## src/rtl/uart_rx_fifo_pkg.sv

```systemverilog
// Shared definitions for the UART receive-buffer path: byte width and FIFO op encoding.
package uart_rx_fifo_pkg;

  localparam int UART_DATA_W = 8;

  typedef logic [UART_DATA_W-1:0] uart_byte_t;

  // {push, pop} as seen by the FIFO in one cycle.
  typedef enum logic [1:0] {
    OP_IDLE = 2'b00,
    OP_POP  = 2'b01,
    OP_PUSH = 2'b10,
    OP_BOTH = 2'b11
  } fifo_op_e;

endpackage

```

## src/rtl/sync_fifo_fwft.sv

```systemverilog
// First-word-fall-through synchronous FIFO: storage, pointers, occupancy count.
// Callers must only push when not full (or when popping) and only pop when not empty.
module sync_fifo_fwft
  import uart_rx_fifo_pkg::*;
#(
  parameter int DATA_W = 8,
  parameter int DEPTH  = 16
) (
  input  logic                       clk,
  input  logic                       rst,
  input  logic                       push,
  input  logic [DATA_W-1:0]          din,
  input  logic                       pop,
  output logic                       full,
  output logic                       empty,
  output logic [$clog2(DEPTH):0]     count,
  output logic [DATA_W-1:0]          head
);

  localparam int AW = $clog2(DEPTH);
  localparam logic [AW:0] FULL_COUNT = DEPTH[AW:0];

  logic [DATA_W-1:0] r_mem [DEPTH];
  logic [AW-1:0]     r_wr_ptr;
  logic [AW-1:0]     r_rd_ptr;
  logic [AW:0]       r_count;
  fifo_op_e          w_op;

  assign w_op = fifo_op_e'({push, pop});

  // NOTE: storage has no reset; the count gates every read, so stale words are never visible.
  always_ff @(posedge clk) begin
    if (push) begin
      r_mem[r_wr_ptr] <= din;
    end
  end

  // NOTE: all state uses non-blocking assignments so every register sees pre-edge values.
  always_ff @(posedge clk) begin
    if (rst) begin
      r_wr_ptr <= '0;
      r_rd_ptr <= '0;
      r_count  <= '0;
    end else begin
      if (push) r_wr_ptr <= r_wr_ptr + AW'(1);
      if (pop)  r_rd_ptr <= r_rd_ptr + AW'(1);
      case (w_op)
        OP_PUSH: r_count <= r_count + (AW+1)'(1);
        OP_POP:  r_count <= r_count - (AW+1)'(1);
        default: r_count <= r_count;
      endcase
    end
  end

  assign count = r_count;
  assign full  = (r_count == FULL_COUNT);
  assign empty = (r_count == '0);
  assign head  = r_mem[r_rd_ptr];

endmodule

```

## src/rtl/uart_rx_fifo.sv

```systemverilog
// UART receive buffer: drains the receiver into a FWFT FIFO, flags overrun and raises
// a level interrupt once the fill level reaches THRESHOLD.
module uart_rx_fifo
  import uart_rx_fifo_pkg::*;
#(
  parameter int DEPTH     = 16,
  parameter int THRESHOLD = 8
) (
  input  logic                   clk,
  input  logic                   rst,
  input  logic                   rx_full,
  input  logic [UART_DATA_W-1:0] rx_data,
  output logic                   rx_re,
  input  logic                   rd_en,
  output logic [UART_DATA_W-1:0] rd_data,
  output logic                   empty,
  output logic [$clog2(DEPTH):0] count,
  output logic                   overrun,
  input  logic                   clr_overrun,
  output logic                   irq
);

  localparam int AW = $clog2(DEPTH);
  localparam logic [AW:0] IRQ_LEVEL = THRESHOLD[AW:0];

  logic        w_push;
  logic        w_pop;
  logic        w_full;
  logic        w_empty;
  logic [AW:0] w_count;
  uart_byte_t  w_head;
  logic        r_overrun;

  // A pop frees a slot in the same cycle, so a full FIFO still accepts a byte then.
  assign w_pop  = rd_en && !w_empty;
  assign w_push = rx_full && !rst && (!w_full || w_pop);

  sync_fifo_fwft #(
    .DATA_W (UART_DATA_W),
    .DEPTH  (DEPTH)
  ) u_fifo (
    .clk   (clk),
    .rst   (rst),
    .push  (w_push),
    .din   (rx_data),
    .pop   (w_pop),
    .full  (w_full),
    .empty (w_empty),
    .count (w_count),
    .head  (w_head)
  );

  // Set wins over clear so a blocked byte is never silently forgotten.
  always_ff @(posedge clk) begin
    if (rst) begin
      r_overrun <= 1'b0;
    end else if (rx_full && w_full && !w_pop) begin
      r_overrun <= 1'b1;
    end else if (clr_overrun) begin
      r_overrun <= 1'b0;
    end
  end

  assign rx_re   = w_push;
  assign rd_data = w_empty ? '0 : w_head;
  assign empty   = w_empty;
  assign count   = w_count;
  assign overrun = r_overrun;
  assign irq     = (w_count >= IRQ_LEVEL);

endmodule
```

## config.mk

```make
export PLATFORM = sky130hd
export DESIGN_NAME = uart_rx_fifo
export DESIGN_NICKNAME = d
export VERILOG_FILES = /design/src/rtl/uart_rx_fifo_pkg.sv /design/src/rtl/sync_fifo_fwft.sv /design/src/rtl/uart_rx_fifo.sv
export SDC_FILE = /design/constraint.sdc
export NUM_CORES = 1
export LEC_CHECK = 0
export ABC_AREA = 0
export CORE_MARGIN = 2
export CORE_UTILIZATION = 60
export DETAILED_ROUTE_END_ITERATION = 8
export GPL_TIMING_DRIVEN = 0
export HOLD_SLACK_MARGIN = 0.06
export PLACE_DENSITY = 0.8
export SLEW_MARGIN = 20
export SYNTH_ARGS = -nofsm -noshare
export SYNTH_HDL_FRONTEND = slang
export SYNTH_SLANG_ARGS = --single-unit
```

## constraint.sdc

```tcl
create_clock -name clk -period 5.3 [get_ports clk]
set_clock_uncertainty 0.05 [all_clocks]
set_input_delay 0.795 -clock clk [delete_from_list [all_inputs] [get_ports clk]]
set_output_delay 0.795 -clock clk [all_outputs]
set_load 0.005 [all_outputs]
```

## Word-level counts from Yosys, hierarchy flattened

Memory sizes are Yosys's and may differ from the RTL's. A register that Yosys moved wholly into a read port is not among the register bits.
Index checks and enable logic that the tools add are counted.

| operators by class | value |
|---|---|
| add/subtract/negate cells | 4 |
| equal/unequal tests | 3 |
| reduce and logical (&&, ||, !) cells | 13 |
| $lt $le $gt $ge | 1 |
| mux-type cells | 8 |

Operator list:

| cell | number |
|---|---|
| case mux 5 bit (2 select lines) | 1 |
| adder 4 x 1 -> 4 bit, second input constant | 2 |
| 2-to-1 mux 4 bit | 2 |
| 2-to-1 mux 8 bit | 1 |
| adder 5 x 1 -> 5 bit, second input constant | 1 |
| == test 5 bit, second input constant | 1 |
| >= comparator 5 x 4 -> 1 bit, second input constant | 1 |
| logical AND 1 bit | 5 |
| logical NOT 5 bit | 1 |
| subtractor 5 x 1 -> 5 bit, second input constant | 1 |
| logical NOT 1 bit | 4 |
| 2-to-1 mux 1 bit | 4 |
| nonzero test 2 bit | 2 |
| == test 2 x 1 -> 1 bit, second input constant | 1 |
| == test 2 bit, second input constant | 1 |
| logical OR 1 bit | 1 |

| word-level totals | value |
|---|---|
| register bits | 14 |
| logic and storage cells | 34 |
| input port bits | 13 |
| RAM bits | 128 |
| memories kept | 1 |

Memory list:

| name | depth | bits a word | read ports | clocked after Yosys merged registers in | write ports | line | RTL |
|---|---|---|---|---|---|---|---|
| u_fifo.r_mem | 16 | 8 | 1 | 1 | 1 | sync_fifo_fwft.sv:23 | `logic [DATA_W-1:0] r_mem [DEPTH];` |

## Logic depth before layout (Yosys ltp)

| depth | value |
|---|---|
| depth in word-level cells | 7 |
| mapped depth | 13 |

## Modules after synthesis

From an unflattened synthesis, not the netlist that was laid out.

| second synthesis, totals | value |
|---|---|
| cell total of the unflattened synthesis | 330 |
| area total of the unflattened synthesis | 5955.7 um^2 |

Modules (own cells, without submodules):

| module | instances | cells an instance | area an instance (um^2) | sequential area each (um^2) |
|---|---|---|---|---|
| sync_fifo_fwft | 1 | 313 | 5814.3 | 4184.0 |
| uart_rx_fifo | 1 | 17 | 141.4 | 20.0 |

## Worst setup path before layout

No wires, ideal clock.

| path | value |
|---|---|
| kind | input port to flip-flop |
| start | input port rst |
| end | register u_fifo.r_count[4] (netlist: u_fifo.count[4]) |
| stages | 11 |
| data arrival time | 2813 ps |
| path slack | 2373 ps |
| path through | nand2b_1 > a21oi_1 > inv_1 > ha_1 > buf_2 > xor2_1 > ha_1 > o21ai_0 > or3_1 > a2111o_1 > nand4_1 |

| between the ends | value |
|---|---|
| cells in the longest elaborated chain, start to end | 5 |
| elaborated cells on any way between the ends | 7 |
| classes of those cells | eq/ne: 2; mux: 1; reduce/logical: 4 |

Ends and longest elaborated chain:

| item | line | RTL |
|---|---|---|
| start: declaration | uart_rx_fifo.sv:10 | `input logic rst,` |
| logical NOT 1 bit * | uart_rx_fifo.sv:36 | `assign w_push = rx_full && !rst && (!w_full \|\| w_pop);` |
| logical AND 1 bit * (2 in a row) | uart_rx_fifo.sv:36 |  |
| named net rx_re | uart_rx_fifo.sv:13 | `output logic rx_re,` |
| == test 2 x 1 -> 1 bit / == test 2 bit (equally long branches) | sync_fifo_fwft.sv:47 | `case (w_op)` |
| case mux 5 bit (2 select lines) / nonzero test 2 bit (equally long branches) | n/a |  |
| end signal: assignment | sync_fifo_fwft.sv:48 | `OP_PUSH: r_count <= r_count + (AW+1)'(1);` |
| end signal: assignment | sync_fifo_fwft.sv:49 | `OP_POP: r_count <= r_count - (AW+1)'(1);` |
| end signal: assignment | sync_fifo_fwft.sv:50 | `default: r_count <= r_count;` |
| end: declaration | sync_fifo_fwft.sv:26 | `logic [AW:0] r_count;` |

The timed path passes the listed nets; every way through them passes the cells marked *.
A chain may end at the register's enable or synchronous reset.

==> impl_summary.log <==
[metrics] result of the run: finished clean
[metrics] first-pass GRT wire length: 17.87 mm
[metrics] Crit Path Class: reg2out
[metrics] CTS tree: yes
[metrics] most common flop cell mapped by yosys: edfxtp_1
[metrics] CP arrival: 2.91 ns
[metrics] commonest non-fill, non-tap cells in the layout: edfxtp_1, mux4_2, clkdlybuf4s50_1
[metrics] GR Overflow Total: 0
[metrics] static leakage power: about 2.3 nW
[metrics] adder-cell share of the synthesized area: 1.865%
[metrics] dominant combinational cell family by area after synthesis: multiplexers
[metrics] classification of the worst-slack hold path: reg2reg
[metrics] floorplan die area: between 10000 and 15000 sq um
[metrics] number of distinct standard cells referenced by the synthesized netlist: 38
[metrics] buffer depth of the longest clock path: 2
[metrics] f_max: between 200 and 300 MHz
[metrics] Post-CTS Resized: 0
[metrics] synthesized-area fraction occupied by ao, oa, aoi and oai cells: 4.558%
[metrics] ratio of total power to cell area: 452.4 nW/um^2
[metrics] final sum of negative setup slack: 0 ns
[metrics] min Tclk post-route: 3.752 ns
[metrics] # diodes: 0
[metrics] slew at the pin closest to its max-slew limit: 0.8944 ns
[metrics] simple-gate share of the synthesized area: about 6.3%
[metrics] sort of element at the end of the critical path: output pin
[metrics] total cell area at the placement stage: between 6000 and 7000 sq um
[metrics] sinks on the clock net: 146
[metrics] endpoints failing hold: 0
[metrics] Net Count, Synth: 363
[metrics] worst slack after detailed placement: 1.498 ns
[metrics] layout-stage area growth over the synthesis result: 17.92%
[metrics] overall power consumption: 3.222 mW
[metrics] DRT antenna net count: 0
[metrics] clock-pin slew reported for the worst setup and hold paths after clock tree synthesis: roughly 0.060 ns
[metrics] initial antenna violation count: 0
[metrics] kind of launch point of the worst setup path: flip-flop
[metrics] number of H-tree levels: 4
[metrics] CTS buffer count: 17
[metrics] height of the die: 104.3 microns
[metrics] vias in the first global route: 3258
[metrics] unrepaired setup endpoints after global routing: false
[metrics] max cap viols: 0
[metrics] synthesized flop and latch total: 146
[metrics] routability-driven placement congestion ratio: 0.7896
[metrics] placed wire-length estimate: 7.152 mm
[metrics] number of instances in the synthesized netlist: 341
[metrics] Worst slew margin: 40.15%
[metrics] Syn Area/Cell: approximately 18 sq um
[metrics] # hold bufs at CTS: 0
[metrics] FP Rows: 36
[metrics] final wirelength: 11.44 mm
[metrics] global-route usage over all layers: 22.45%
[metrics] maximum number of pins on one net before global-route repair: 17
[metrics] starting utilization of the core area: 61.79%
[metrics] multiplexer fraction of the synthesized cell area: between 10% and 20%
[metrics] clock insertion delay at the later pin of the skew report: roughly 0.52 ns
[metrics] proportion of register bits with asynchronous set or reset after synthesis: 0%
[metrics] Die W: roughly 100 microns
[metrics] drt first-iter violations: 197
[metrics] Floorplan Core Area: 9774 sq um
[metrics] post-layout instance count excluding filler cells: 535
[metrics] number of vias per cell: 6.000
[metrics] Synth warnings: 0
[metrics] Mapped Area: 6040 sq um
[metrics] IO Port Bufs: 29
[metrics] Pre-antenna DRT Iters: 5
[metrics] clock root buffer: clkbuf_8
[metrics] total via count in the routed design: 3210
[metrics] final-layout worst hold slack: 0.4246 ns
[metrics] peak fanout along the critical path: 10
[metrics] Worst Hold Path Cells: 2
[metrics] final worst-path setup slack: 1.548 ns
[metrics] logic depth of the worst register-to-register path: 13
[metrics] xor and xnor fraction of the mapped netlist area: 1.305%
[metrics] share of final-layout standard cells stronger than drive strength 1: 22.64%
[metrics] Post-CTS Setup Repair Bufs: 0
[metrics] number of setup violations in the final report: 0
[metrics] summed area of non-filler cells in the final layout: 7122 sq um
[metrics] required time worst endpoint: 4.45 ns
[metrics] Peak supply drop: 324.3 uV
[metrics] most common cell after layout, fill and taps aside: edfxtp_1
[metrics] core occupancy in the finished layout: 72.86%
[metrics] number of top-level pins: 30
[metrics] Final Max Slew Viols: 0
[metrics] part of the Yosys area used for sequential elements: a little over two thirds
[metrics] # DRC: 0
[metrics] number of synthesized flops with an enable pin: about 130
[metrics] share of the clock period used by the worst path: 70.80%
[metrics] instance count after placement with tap cells included: 503
[metrics] average wire per standard cell: 21.38 microns
[metrics] count of nets after finishing: between 400 and 500
flip-flops by register name (all words and copies together) (netlist names), named ones only:
name / flops
overrun: 1
u_fifo.r_mem: 128
u_fifo.r_wr_ptr: 4
u_fifo.r_rd_ptr: 4
u_fifo.count: 5
cells in the mapped netlist (all sizes together) (5+ instances only):
cell    count  share of area (%)
edfxtp    128                 64
xor2        7                1.0
mux4       32                 12
ha          9                1.9
inv         5               0.31
nor2       26                1.7
nand2b      7               0.73
mux2i      11                1.8
nand2       9               0.56
o21ai       5               0.79
clkbuf      7               0.44
dfxtp      18                6.0
a211oi     16                2.0
nor2b      10                1.0
buf        16                1.8
cell type report:
type / instances / area (sq um)
buffer: 23 / 137.6
clock buffer: 18 / 417.9
clock inverter: 14 / 187.7
fill: 614 / 2653
inverter: 5 / 18.77
multi-input combinational: 167 / 1699
sequential: 146 / 4204
tap: 133 / 166.4
timing repair buffer: 29 / 290.3
worst paths after layout:
| kind | slack [ns] | startpoint | endpoint |
|---|---|---|---|
| setup / recovery | 1.55 | flip-flop | rd_data[1] |
| hold / removal | 0.42 | overrun | overrun |
| setup reg to reg | 2.24 | u_fifo.count[1] | u_fifo.count[4] |
| hold reg to reg | 0.42 | overrun | overrun |
layer usage:
layer	track usage [%]	vias up	share of wire [%]
met5	0	-	0
met4	6.950	0	1.7
met3	6.328	16	6.5
met2	36.60	139	51
met1	29.67	1609	41
li1	-	1446	-
power by group:
part	switching [mW]	internal (mW)	leakage, nW
Sequential	0.0253	1.29	1.30
Combinational	0.355	0.354	0.725
Clock	0.438	0.762	0.290
Total	0.818	2.40	2.32
kinds of logic (layout without fill, tap and decap cells):
kind of cell / count (synthesis) / count (layout)
XOR/XNOR: 9 / 9
multiplexers: 43 / 43
AND/OR/NAND/NOR: 73 / 73
adder cells (fa/ha/maj): 9 / 9
AO/OA/AOI/OAI: 33 / 33
flip-flops: 146 / 146
buffers and inverters: 28 / 89
critical path, cell delays in order (launching register included):
cell and delay, ns:
dfxtp_1 0.31, buf_2 0.18, buf_2 0.33, clkbuf_1 0.42, a211oi_1 0.15, a211oi_1 0.42, clkdlybuf4s50_1 0.58
Note: power is estimated with default switching activity, not from simulation.
